**src/rtl/adder_unit.sv**
```systemverilog
// -----------------------------------------------------------------------------
// adder_unit
//   Registered unsigned adder. It adds two WIDTH-bit operands and returns the
//   full (WIDTH+1)-bit sum. The MSB of the sum is the carry-out, so the result
//   never overflows. The sum is built from a generated ripple-carry chain of
//   full-adder cells.
//
// Build option:
//   ADDER_PIPE_EN - when defined, the adder is split into two registered
//                   stages. The low half and the upper half are added in
//                   separate cycles, so latency becomes 2 cycles.
//                   Throughput stays at one pair per cycle. WIDTH must be even.
//                   When undefined, the block has a single stage with
//                   latency 1.
//
// Parameters:
//   WIDTH     - operand width in bits, 2..32 (even when ADDER_PIPE_EN is
//               defined).
//
// Ports:
//   clk       - rising-edge clock, the only clock of the block.
//   rst       - synchronous active-high reset. Clears the result and valid.
//   a, b      - unsigned operands.
//   out       - registered sum a+b. Bit WIDTH is the carry-out.
//   out_valid - high when out holds a sum of operands sampled after reset
//               was released.
// -----------------------------------------------------------------------------
module adder_unit #(
  parameter int WIDTH = 4
) (
  input  logic             clk,
  input  logic             rst,
  input  logic [WIDTH-1:0] a,
  input  logic [WIDTH-1:0] b,
  output logic [WIDTH:0]   out,
  output logic             out_valid
);

  logic [WIDTH:0] out_d, out_q;
  logic           valid_d, valid_q;

`ifdef ADDER_PIPE_EN
  localparam int HALF = WIDTH / 2;
  localparam int HI   = WIDTH - HALF;

  // ---------------- Stage 1: low-half ripple chain ----------------
  logic [HALF:0]   c_lo_s;
  logic [HALF-1:0] s_lo_s;

  assign c_lo_s[0] = 1'b0;

  for (genvar i = 0; i < HALF; i++) begin : g_lo_cell
    assign s_lo_s[i]   = a[i] ^ b[i] ^ c_lo_s[i];
    assign c_lo_s[i+1] = (a[i] & b[i]) | (c_lo_s[i] & (a[i] ^ b[i]));
  end

  // The upper operand halves travel with the low sum so that stage 2 sees
  // a matched set of values.
  logic [HALF-1:0] lo_sum_d, lo_sum_q;
  logic            mid_c_d, mid_c_q;
  logic [HI-1:0]   a_hi_d, a_hi_q;
  logic [HI-1:0]   b_hi_d, b_hi_q;
  logic            v1_d, v1_q;

  // Stage 1 next-state: capture the low sum, the mid carry and the upper halves.
  always_comb begin
    lo_sum_d = {HALF{1'b0}};
    mid_c_d  = 1'b0;
    a_hi_d   = {HI{1'b0}};
    b_hi_d   = {HI{1'b0}};
    v1_d     = 1'b0;
    if (rst) begin
      lo_sum_d = {HALF{1'b0}};
      mid_c_d  = 1'b0;
      a_hi_d   = {HI{1'b0}};
      b_hi_d   = {HI{1'b0}};
      v1_d     = 1'b0;
    end else begin
      lo_sum_d = s_lo_s;
      mid_c_d  = c_lo_s[HALF];
      a_hi_d   = a[WIDTH-1:HALF];
      b_hi_d   = b[WIDTH-1:HALF];
      v1_d     = 1'b1;
    end
  end

  // Stage 1 registers.
  always_ff @(posedge clk) begin
    lo_sum_q <= lo_sum_d;
    mid_c_q  <= mid_c_d;
    a_hi_q   <= a_hi_d;
    b_hi_q   <= b_hi_d;
    v1_q     <= v1_d;
  end

  // ---------------- Stage 2: upper-half ripple chain ----------------
  logic [HI:0]   c_hi_s;
  logic [HI-1:0] s_hi_s;

  // The registered mid carry enters the upper chain as its carry-in.
  assign c_hi_s[0] = mid_c_q;

  for (genvar j = 0; j < HI; j++) begin : g_hi_cell
    assign s_hi_s[j]   = a_hi_q[j] ^ b_hi_q[j] ^ c_hi_s[j];
    assign c_hi_s[j+1] = (a_hi_q[j] & b_hi_q[j]) | (c_hi_s[j] & (a_hi_q[j] ^ b_hi_q[j]));
  end

  // Stage 2 next-state: join the two halves into the full result.
  always_comb begin
    out_d   = {(WIDTH+1){1'b0}};
    valid_d = 1'b0;
    if (rst) begin
      out_d   = {(WIDTH+1){1'b0}};
      valid_d = 1'b0;
    end else begin
      out_d   = {c_hi_s[HI], s_hi_s, lo_sum_q};
      valid_d = v1_q;
    end
  end
`else
  // ---------------- Single stage: full-width ripple chain ----------------
  logic [WIDTH:0]   c_s;
  logic [WIDTH-1:0] s_s;

  assign c_s[0] = 1'b0;

  for (genvar i = 0; i < WIDTH; i++) begin : g_cell
    assign s_s[i]   = a[i] ^ b[i] ^ c_s[i];
    assign c_s[i+1] = (a[i] & b[i]) | (c_s[i] & (a[i] ^ b[i]));
  end

  // Output next-state: reset overrides the add. Otherwise valid is set for good.
  always_comb begin
    out_d   = {(WIDTH+1){1'b0}};
    valid_d = 1'b0;
    if (rst) begin
      out_d   = {(WIDTH+1){1'b0}};
      valid_d = 1'b0;
    end else begin
      out_d   = {c_s[WIDTH], s_s};
      valid_d = 1'b1;
    end
  end
`endif

  // Output registers.
  always_ff @(posedge clk) begin
    out_q   <= out_d;
    valid_q <= valid_d;
  end

  assign out       = out_q;
  assign out_valid = valid_q;

endmodule

```
**config.mk**
```make
export PLATFORM = sky130hd
export DESIGN_NAME = adder_unit
export DESIGN_NICKNAME = d
export VERILOG_FILES = /design/src/rtl/adder_unit.sv
export SDC_FILE = /design/constraint.sdc
export NUM_CORES = 1
export LEC_CHECK = 0
export BUFFER_PORTS_ARGS = -buffer_cell sky130_fd_sc_hd__buf_2
export CAP_MARGIN = 5
export CORE_AREA = 2 2 39 41
export CTS_BUF_LIST = sky130_fd_sc_hd__clkbuf_16
export DETAILED_ROUTE_END_ITERATION = 16
export DIE_AREA = 0 0 41 43
export HOLD_SLACK_MARGIN = 0.02
export MAX_ROUTING_LAYER = met4
export SLEW_MARGIN = 15
export SYNTH_ARGS = -nofsm -noshare
export SYNTH_HDL_FRONTEND = slang
export SYNTH_SLANG_ARGS = --single-unit
export TNS_END_PERCENT = 20
```
**constraint.sdc**
```tcl
create_clock -name clk -period 2.2 [get_ports clk]
set_input_delay 0.33 -clock clk [delete_from_list [all_inputs] [get_ports clk]]
set_output_delay 0.33 -clock clk [all_outputs]
set_load 0.005 [all_outputs]
```
==> results.tsv <==
stage	metric	value	unit
floorplan	die area	1760	um^2
synthesis	register bit total from synthesis	6	
finish	ratio of cells with drive above 1 in the final layout	43.9	%
timing	Max Fclk	616	MHz
timing	Slew Viols, Final	0	
place	gp weighted congestion	0.653	
pwr	IR drop worst, VDD	0.368	mV
cts	Sink Count	6	
global_route	GRT Resource Usage Total	4.65	%
finish	commonest cells after routing, fill and taps aside	buf_2, inv_1, dfxtp_1	
synthesis	main area contributors after synthesis	dfxtp_1, fa_1, inv_1, ha_1, nor2b_1	
finish	post-layout util	30.1	%
place	placed cell area	342	um^2
pwr	Sw Pwr	0.0000766	W
synthesis	Ys Warns	0	
global_route	number of global-route vias before repair	151	
pwr	Sequential Power Share	27.0	%
route	initial drt markers	0	
finish	commonest non-fill, non-tap cell in the layout	buf_2	
cts	Num CTS Buffers	3	
timing	setup violators final	0	
floorplan	core area	1380	um^2
route	number of nets still failing antenna checks after routing	0	
min_path	Hold Path Stages	2	
timing	final hold violation count	0	
synthesis	Distinct cells, synth	6	
finish	Area Growth Syn to Fin	69.0	%
min_path	Hold EP	out_valid	
place	Port Buffer Count	15	
setup_path	Critical Path RT	2370	ps
synthesis	post-synth top area share	48.7	%
global_route	GR Overflow Total	0	
job	max_cap viols	0	
setup_path	CP startpoint kind	input port	
route	DRC violations left	0	
pwr	Lkg Pwr	0.230	nW
global_route	initial antenna violation count	0	
finish	nets@finish	57	
pwr	PwrDens	1080	nW/um^2
floorplan	Initial Util	17.8	%
timing	RSZ-0062 raised after global routing	false	
route	Post-Route WL	389	um
place	dpl hpwl	354	um
pwr	Gate power share	8.7	%
synthesis	cell accounting for the most synthesized area	dfxtp_1	
min_path	hold crit path type	in -> reg	
finish	final instance area	417	um^2
setup_path	Crit. End Element	flip-flop	
global_route	global-route wire length before repair	483	um
synthesis	mean cell area of the mapped netlist	10.7	um^2
cts	CTS Hold Bufs	0	
cts	TritonCTS clock tree	yes	
pwr	Switching Share	17.0	%
timing	normalized max-slew margin	93.6	%
timing	Least-Margin Pin Slew	96.1	ps
route	DRT Pass-1 Iters	1	
synthesis	sequential-to-total area share from yosys stat	48.7	%
pwr	Clock Power Share	64.3	%
synthesis	Net Count, Synth	37	
route	DR WL/cell	6.82	um
min_path	Hold Crit Start	rst	
pwr	internal power	0.000374	W
floorplan	DIE HEIGHT	43	um
route	via count	187	
setup_path	critical path data arrival time	1790	ps
route	Via-to-Cell Ratio	3.28	
setup_path	critical path class	in -> reg	
synthesis	Synth Cell Area	246	um^2
global_route	largest net degree at the start of global routing	7	
run_status	outcome	finished, final reports clean	
synthesis	Mapped Cells	23	
timing	Setup TNS Final	0	ps
timing	Tmin final	1620	ps
floorplan	io pins	16	
cts	number of gates resized after cts	0	
floorplan	Die Span X	41	um
finish	antenna cells	0	
setup_path	crit path max fanout	1	
cts	clock slew at reported path FFs	30	ps
cts	Max H-tree Level	1	
cts	CTS root buf	clkbuf_16	
cts	CTS max path bufs	2	
timing	fin crit share	73.8	%
cts	postcts setup bufs	0	
floorplan	Rows	14	
-- registers in the layout, indices dropped and copies added (netlist names) --
name,cells
out,5
out_valid,1
-- cell type report --
cell class	count	area, um^2
multi-input combinational	9	96.3
fill	145	967
sequential	6	120
timing repair buffer	15	75.1
clock buffer	3	75.1
inverter	8	30.0
tap	16	20.0
-- critical path: stages --
cell and delay (ps):
buf_2 100, ha_1 180, inv_1 60, fa_1 160
inv_1 50, fa_1 340, inv_1 80, fa_1 400
nor2_1 100
-- layer usage --
metal / vias up / wire (um) / global-route usage (%) / part of all wire (%)
met5: - / 0 / - / 0
met4: 0 / 23 / 8.00 / 5.9
met3: 2 / 53 / 0 / 14
met2: 12 / 158 / 5.94 / 41
met1: 75 / 154 / 4.58 / 40
li1: 98 / - / - / -
-- cell families (layout without fill, tap and decap cells) --
family | count (synthesis) | after routing | synth area share (%)
AND/OR/NAND/NOR | 5 | 5 | 9.64
adder cells (fa/ha/maj) | 4 | 4 | 29.4
flip-flops | 6 | 6 | 48.7
buffers and inverters | 8 | 26 | 12.2
-- power by group through the flow --
stage / logic [W] / clock network (W) / registers [W]
5_1_grt: 0.0000457 / 0.000296 / 0.000123
6_report: 0.0000392 / 0.000290 / 0.000122
3_5_place_dp: 0.0000403 / 0 / 0.000123
3_3_place_gp: 0.0000392 / 0 / 0.000123
2_1_floorplan: 0.0000162 / 0 / 0.000125
4_1_cts: 0.0000405 / 0.000293 / 0.000122
-- cell usage after synthesis --
master,number
inv_1,8
nor2_1,3
fa_1,3
ha_1,1
nor2b_1,2
dfxtp_1,6
-- how the worst max path moves through the flow --
stage / startpoint / end / slack [ps] / cells after the start
after detailed placement: a[0] / out[3] / 320 / 9
after floorplan: a[0] / out[3] / 500 / 8
after global routing: a[0] / out[3] / 480 / 9
final: a[0] / out[3] / 580 / 9
after CTS: a[0] / out[3] / 560 / 9
after global placement: a[0] / out[3] / 340 / 9
-- metrics by stage --
| step | power (W) | instances | setup slack, ps | hold slack, ps |
|---|---|---|---|---|
| final | 0.000450 | 57 | 576 | 310 |
| after floorplan | 0.000142 | 23 | 499 | 387 |
| after global routing | 0.000464 | 57 | 476 | 327 |
| after detailed placement | 0.000164 | 54 | 324 | 544 |
| after CTS | 0.000456 | 57 | 562 | 312 |
| after global placement | 0.000162 | 54 | 344 | 544 |
No activity file was read; power rests on OpenSTA's default activity.
